===== config.mk =====
export PLATFORM = sky130hd
export DESIGN_NAME = keypad_scan_reader
export DESIGN_NICKNAME = d
export VERILOG_FILES = /design/src/rtl/keypad_scan_reader.sv
export SDC_FILE = /design/constraint.sdc
export NUM_CORES = 1
export LEC_CHECK = 0
export BUFFER_PORTS_ARGS = -buffer_cell sky130_fd_sc_hd__buf_2
export CAP_MARGIN = 20
export CORE_UTILIZATION = 40
export CTS_BUF_LIST = sky130_fd_sc_hd__clkbuf_2 sky130_fd_sc_hd__clkbuf_4 sky130_fd_sc_hd__clkbuf_8
export DETAILED_ROUTE_END_ITERATION = 7
export PLACE_DENSITY = 0.58
export SYNTH_ARGS = -nofsm -noshare
export SYNTH_HDL_FRONTEND = slang
export SYNTH_SLANG_ARGS = --single-unit

===== constraint.sdc =====
create_clock -name clk -period 4.8 [get_ports clk]
set_clock_uncertainty 0.2 [all_clocks]
set_input_delay 0 -clock clk [delete_from_list [all_inputs] [get_ports clk]]
set_output_delay 0 -clock clk [all_outputs]
set_load 0.01 [all_outputs]

===== src/rtl/keypad_scan_reader.sv =====
// keypad_scan_reader: drives a 4x4 key matrix one column at a time and reads the rows back.
// Each full scan is classified as no key, one key or several keys. A debounce FSM then turns
// the scan results into a press strobe, the code of the last key and a held flag.
module keypad_scan_reader #(
  parameter int SCAN_DIV       = 4096,
  parameter int DEBOUNCE_SCANS = 4
) (
  input  logic       clk,
  input  logic       rst,
  input  logic [3:0] row_in,
  output logic [3:0] col_out,
  output logic       key_valid,
  output logic [3:0] key_code,
  output logic       key_held
);

  localparam int              CW         = (SCAN_DIV > 1) ? $clog2(SCAN_DIV) : 1;
  localparam logic [CW-1:0]   DWELL_LAST = CW'(SCAN_DIV - 1);
  localparam logic [3:0]      DEB        = 4'(DEBOUNCE_SCANS);

  typedef enum logic [1:0] {IDLE, CANDIDATE, PRESSED, RELEASING} state_t;

  logic [CW-1:0] dwell_reg;
  logic [1:0]    col_idx_reg;
  logic [3:0]    col_out_reg;
  logic [3:0]    sync1_reg, sync2_reg;
  // Hit count for the scan so far: 0 = none, 1 = single key, 2 = several keys.
  logic [1:0]    acc_cnt_reg;
  logic [3:0]    acc_code_reg;

  state_t        state_reg, state_next;
  logic [3:0]    stab_reg, stab_next;
  logic [3:0]    cand_reg, cand_next;
  logic          key_valid_reg, key_valid_next;
  logic [3:0]    key_code_reg, key_code_next;
  logic          key_held_reg, key_held_next;

  logic          sample, scan_end;
  logic [3:0]    col_hits;
  logic [2:0]    col_cnt;
  logic [1:0]    col_row;
  logic [1:0]    res_cnt;
  logic [3:0]    res_code;
  logic [3:0]    stab_inc;

  assign col_out   = col_out_reg;
  assign key_valid = key_valid_reg;
  assign key_code  = key_code_reg;
  assign key_held  = key_held_reg;

  assign sample   = (dwell_reg == DWELL_LAST);
  assign scan_end = sample && (col_idx_reg == 2'd3);

  // The rows are asynchronous to clk, so they pass through two flops before use.
  always_ff @(posedge clk or posedge rst) begin
    if (rst) begin
      sync1_reg <= 4'b1111;
      sync2_reg <= 4'b1111;
    end else begin
      sync1_reg <= row_in;
      sync2_reg <= sync1_reg;
    end
  end

  // Dwell counter and column drive. col_out is registered so the matrix never sees decode glitches.
  always_ff @(posedge clk or posedge rst) begin
    if (rst) begin
      dwell_reg   <= '0;
      col_idx_reg <= 2'd0;
      col_out_reg <= 4'b1110;
    end else if (sample) begin
      dwell_reg   <= '0;
      col_idx_reg <= col_idx_reg + 2'd1;
      col_out_reg <= ~(4'b0001 << (col_idx_reg + 2'd1));
    end else begin
      dwell_reg <= dwell_reg + 1'b1;
    end
  end

  // Decode the current column: count the low rows and find the lowest one.
  always_comb begin
    col_hits = ~sync2_reg;
    col_cnt  = {2'b00, col_hits[0]} + {2'b00, col_hits[1]} +
               {2'b00, col_hits[2]} + {2'b00, col_hits[3]};
    col_row  = 2'd0;
    for (int r = 3; r >= 0; r--) begin
      if (col_hits[r]) col_row = 2'(r);
    end
  end

  // Merge this column into the running scan result. Any second hit makes the result MULTI.
  always_comb begin
    res_cnt  = 2'd0;
    res_code = acc_code_reg;
    if (acc_cnt_reg == 2'd2 || col_cnt >= 3'd2 || (acc_cnt_reg == 2'd1 && col_cnt == 3'd1)) begin
      res_cnt = 2'd2;
    end else if (acc_cnt_reg == 2'd1) begin
      res_cnt = 2'd1;
    end else if (col_cnt == 3'd1) begin
      res_cnt  = 2'd1;
      res_code = {col_row, col_idx_reg};
    end
  end

  // Scan accumulator: updated at each column sample and cleared once the scan is evaluated.
  always_ff @(posedge clk or posedge rst) begin
    if (rst) begin
      acc_cnt_reg  <= 2'd0;
      acc_code_reg <= 4'd0;
    end else if (scan_end) begin
      acc_cnt_reg  <= 2'd0;
      acc_code_reg <= 4'd0;
    end else if (sample) begin
      acc_cnt_reg  <= res_cnt;
      acc_code_reg <= res_code;
    end
  end

  // Debounce state and output registers.
  always_ff @(posedge clk or posedge rst) begin
    if (rst) begin
      state_reg     <= IDLE;
      stab_reg      <= 4'd0;
      cand_reg      <= 4'd0;
      key_valid_reg <= 1'b0;
      key_code_reg  <= 4'd0;
      key_held_reg  <= 1'b0;
    end else begin
      state_reg     <= state_next;
      stab_reg      <= stab_next;
      cand_reg      <= cand_next;
      key_valid_reg <= key_valid_next;
      key_code_reg  <= key_code_next;
      key_held_reg  <= key_held_next;
    end
  end

  // Debounce next-state logic. It acts only on scan-end events and holds otherwise.
  always_comb begin
    state_next     = state_reg;
    stab_next      = stab_reg;
    cand_next      = cand_reg;
    key_valid_next = 1'b0;
    key_code_next  = key_code_reg;
    key_held_next  = key_held_reg;
    stab_inc       = (stab_reg >= DEB) ? DEB : stab_reg + 4'd1;
    if (scan_end) begin
      case (state_reg)
        IDLE: begin
          if (res_cnt == 2'd1) begin
            if (DEB <= 4'd1) begin
              state_next     = PRESSED;
              stab_next      = 4'd0;
              key_code_next  = res_code;
              key_valid_next = 1'b1;
              key_held_next  = 1'b1;
            end else begin
              state_next = CANDIDATE;
              cand_next  = res_code;
              stab_next  = 4'd1;
            end
          end
        end
        CANDIDATE: begin
          if (res_cnt == 2'd1 && res_code == cand_reg) begin
            if (stab_inc >= DEB) begin
              state_next     = PRESSED;
              stab_next      = 4'd0;
              key_code_next  = cand_reg;
              key_valid_next = 1'b1;
              key_held_next  = 1'b1;
            end else begin
              stab_next = stab_inc;
            end
          end else if (res_cnt == 2'd1) begin
            cand_next = res_code;
            stab_next = 4'd1;
          end else begin
            state_next = IDLE;
            stab_next  = 4'd0;
          end
        end
        PRESSED: begin
          if (res_cnt == 2'd0) begin
            if (DEB <= 4'd1) begin
              state_next    = IDLE;
              stab_next     = 4'd0;
              key_held_next = 1'b0;
            end else begin
              state_next = RELEASING;
              stab_next  = 4'd1;
            end
          end
        end
        RELEASING: begin
          if (res_cnt == 2'd0) begin
            if (stab_inc >= DEB) begin
              state_next    = IDLE;
              stab_next     = 4'd0;
              key_held_next = 1'b0;
            end else begin
              stab_next = stab_inc;
            end
          end else begin
            state_next = PRESSED;
            stab_next  = 4'd0;
          end
        end
        default: begin
          state_next = IDLE;
          stab_next  = 4'd0;
        end
      endcase
    end
  end

endmodule


==> results_dict.tcl <==
set metrics [dict create \
    final-hold-violation-count 0 \
    cp-start-kind "flop" \
    start_util 0.424 \
    grt_max_degree 49 \
    synth_mux_area_frac 0.0300 \
    postRouteAntennaNets 0 \
    grt_pass1_vias 1536 \
    via_count 1587 \
    topRoutingLayerUsed "met4" \
    multi_input_area_um2 1080 \
    layout_min_cycle_time_ns 3.93 \
    n_antenna_cell 0 \
    die_w_um 79.1 \
    grtUsageTotal 0.153 \
    p_leak_nw 1.23 \
    maxCapViolations 0 \
    slew_viol_final 0 \
    cts_tree "done" \
    yosysUniqueCellTypes 44 \
    fp-row-count 27 \
    fillerInstances 562 \
    clk-insertion-delay-late_ns 0.30 \
    hpwl_um 2900 \
    fin_ws_ns 0.872 \
    die_y_um 79.1 \
    wl_um 4140 \
    status "finished clean" \
    max_freq_ghz 0.255 \
    arrival_ns 3.92 \
    setup_violations 0 \
    synthesis.nets 237 \
    ctsHoldBuffers 5 \
    ys_async_sr_fraction 1.00 \
    maxSlewHeadroom 0.615 \
    cts_buffers 5 \
    synth_top_family_by_area "simple AND/OR/NAND/NOR gates" \
    dpl_worst_slack_ns 0.895 \
    core_um2 5610 \
    end_kind "flop" \
    ctsResizeCount 0 \
    cp.required_ns 4.79 \
    synth-compound-area-share 0.136 \
    drc 0 \
    clock-root-buffer "clkbuf_8" \
    regArea_um2 1210 \
    regToRegEndpoint "key_code[2]$_DFFE_PP0P_" \
    regToRegSetupSlack_ns 0.87 \
    htreeDepth 2 \
    final_common_cell "dfrtp_1" \
    path_max_fanout 11 \
    drt-wirelength-per-cell_um 13.2 \
    pin_count 16 \
    dieArea_um2 6260 \
    reg2reg_from "sync2_reg[1]$_DFF_PP1_" \
    vias_per_cell 5.05 \
    grt_setup_unrepaired "false" \
    antenna_found_initial 0 \
    ys_warn_count 0 \
    first_pass_iters 5 \
    grt_pass1_wl_um 7370 \
    cts.clk_slew.worst_paths_ns 0.09 \
    r2r_cells 11 \
    peakVddDrop_uv 208 \
    synth_cells 221 \
    fin_nets 257 \
    critPathKind "flop to flop" \
    mostFrequentLayoutCells "37 x dfrtp_1, 18 x nand2_1, 15 x nor2_1, 15 x buf_2" \
    tightest_slew_ns 0.573 \
    synthAdderAreaFrac 0.0557 \
    power_density_nw_per_um2 268 \
    numClockSinks 48 \
    synth-xor-area-share 0.0589 \
    gp_congestion 0.812 \
    wl_met2_um 1810 \
    drt-met1-wl_um 2170 \
    synth-main-ff-cell "dfrtp_1" \
    clock_path_buffers 2 \
    overflow 0 \
    wl_met3_um 106 \
    cts_setup_buffers 0 \
    layout-drive-gt1-share 0.186 \
    area_delta_synth_final_pct 12.4 \
    syn_area_um2 2380 \
    ys_ff_latch 48 \
    largest_register_ffs 12 \
    ys_seq_area_frac 0.511 \
    fin_setup_tns_ns 0 \
    yosys.area_share.simple 0.174 \
    synth_edf_count 0 \
    avgSynthCellArea_um2 10.8 \
    finalPower_mw 0.715 \
    worst_hold_path_type "primary input to asynchronous set/reset pin" \
    fin_crit_sh 0.818 \
    io_buffers 15 \
    drtIter0Drc 84 \
]
worst max-delay path by stage:
stage,start,slack [ns],end,depth (start not counted)
floorplan,sync2_reg[1]$_DFF_PP1_,1.28,cand_reg[3]$_DFFE_PP0P_,11
global placement,sync2_reg[1]$_DFF_PP1_,0.97,key_code[2]$_DFFE_PP0P_,11
detailed placement,sync2_reg[1]$_DFF_PP1_,0.90,key_code[2]$_DFFE_PP0P_,11
CTS,sync2_reg[1]$_DFF_PP1_,0.87,key_code[2]$_DFFE_PP0P_,11
global route,sync2_reg[1]$_DFF_PP1_,0.62,key_code[0]$_DFFE_PP0P_,11
finish,sync2_reg[1]$_DFF_PP1_,0.87,key_code[2]$_DFFE_PP0P_,11
final cells by class:
cell class,count,area share
Sequential cell,48,0.454
Clock buffer,6,0.0309
Multi-Input combinational cell,153,0.404
Tap cell,72,0.0337
Timing Repair Buffer,21,0.0543
Clock inverter,2,0.00562
Inverter,12,0.0168
cells by family after synthesis:
| group | after synthesis |
|---|---|
| compound gates | 45 |
| buf+inv | 20 |
| fa+ha+maj | 10 |
| mux | 5 |
| simple gates | 77 |
| flops | 48 |
| xor+xnor | 16 |
where the power goes:
group	total [mW]	leakage (nW)	switching (mW)	internal (mW)
Sequential	0.413	0.618	0.00252	0.410
Clock	0.251	0.0434	0.134	0.117
Combinational	0.0514	0.567	0.0312	0.0202
Total	0.715	1.23	0.168	0.547
per-stage QoR:
stage / instance area (um2) / util / std cells / hold slack (ns)
finish: 2670 / 0.477 / 314 / 0.0430
global route: 2670 / 0.477 / 314 / 0.0683
CTS: 2650 / 0.473 / 313 / 0.129
detailed placement: 2510 / 0.447 / 300 / -0.0923
global placement: 2510 / 0.447 / 300 / -0.0947
floorplan: 2380 / - / 221 / -0.196
critical path, cell delays in order (launching register included):
cell	delay, ns
dfstp_2	0.59
fa_1	0.42
inv_1	0.06
ha_1	0.16
inv_1	0.05
ha_1	0.30
nor3b_2	0.35
nand3_1	0.36
a211o_1	0.38
a221oi_4	0.43
nand3_4	0.18
mux2_4	0.33
synth_stat cells, types with 3 or more instances:
cell | n | area, um2
xor2_1 | 8 | 70.1
nor3_1 | 6 | 30.0
nand2b_1 | 5 | 31.3
dfstp_2 | 11 | 289
nand2_1 | 18 | 67.6
clkbuf_1 | 6 | 22.5
a21oi_1 | 7 | 35.0
nor2_1 | 15 | 56.3
mux2_4 | 4 | 60.1
and2_1 | 3 | 18.8
a22o_1 | 3 | 26.3
ha_1 | 9 | 113
o21ai_0 | 11 | 55.1
dfrtp_1 | 37 | 926
nand3_1 | 8 | 40.0
o21ai_1 | 6 | 30.0
xnor2_1 | 8 | 70.1
inv_1 | 12 | 45.0
nor2b_1 | 4 | 25.0
and3_1 | 7 | 43.8
nand4_1 | 5 | 31.3
metal layers:
layer | track usage | up-vias
met2 | 0.228 | 21
met5 | 0 | -
met3 | 0.0345 | 4
li1 | - | 811
met1 | 0.217 | 751
met4 | 0.0545 | 0
Note: power is estimated with default switching activity, not from simulation.
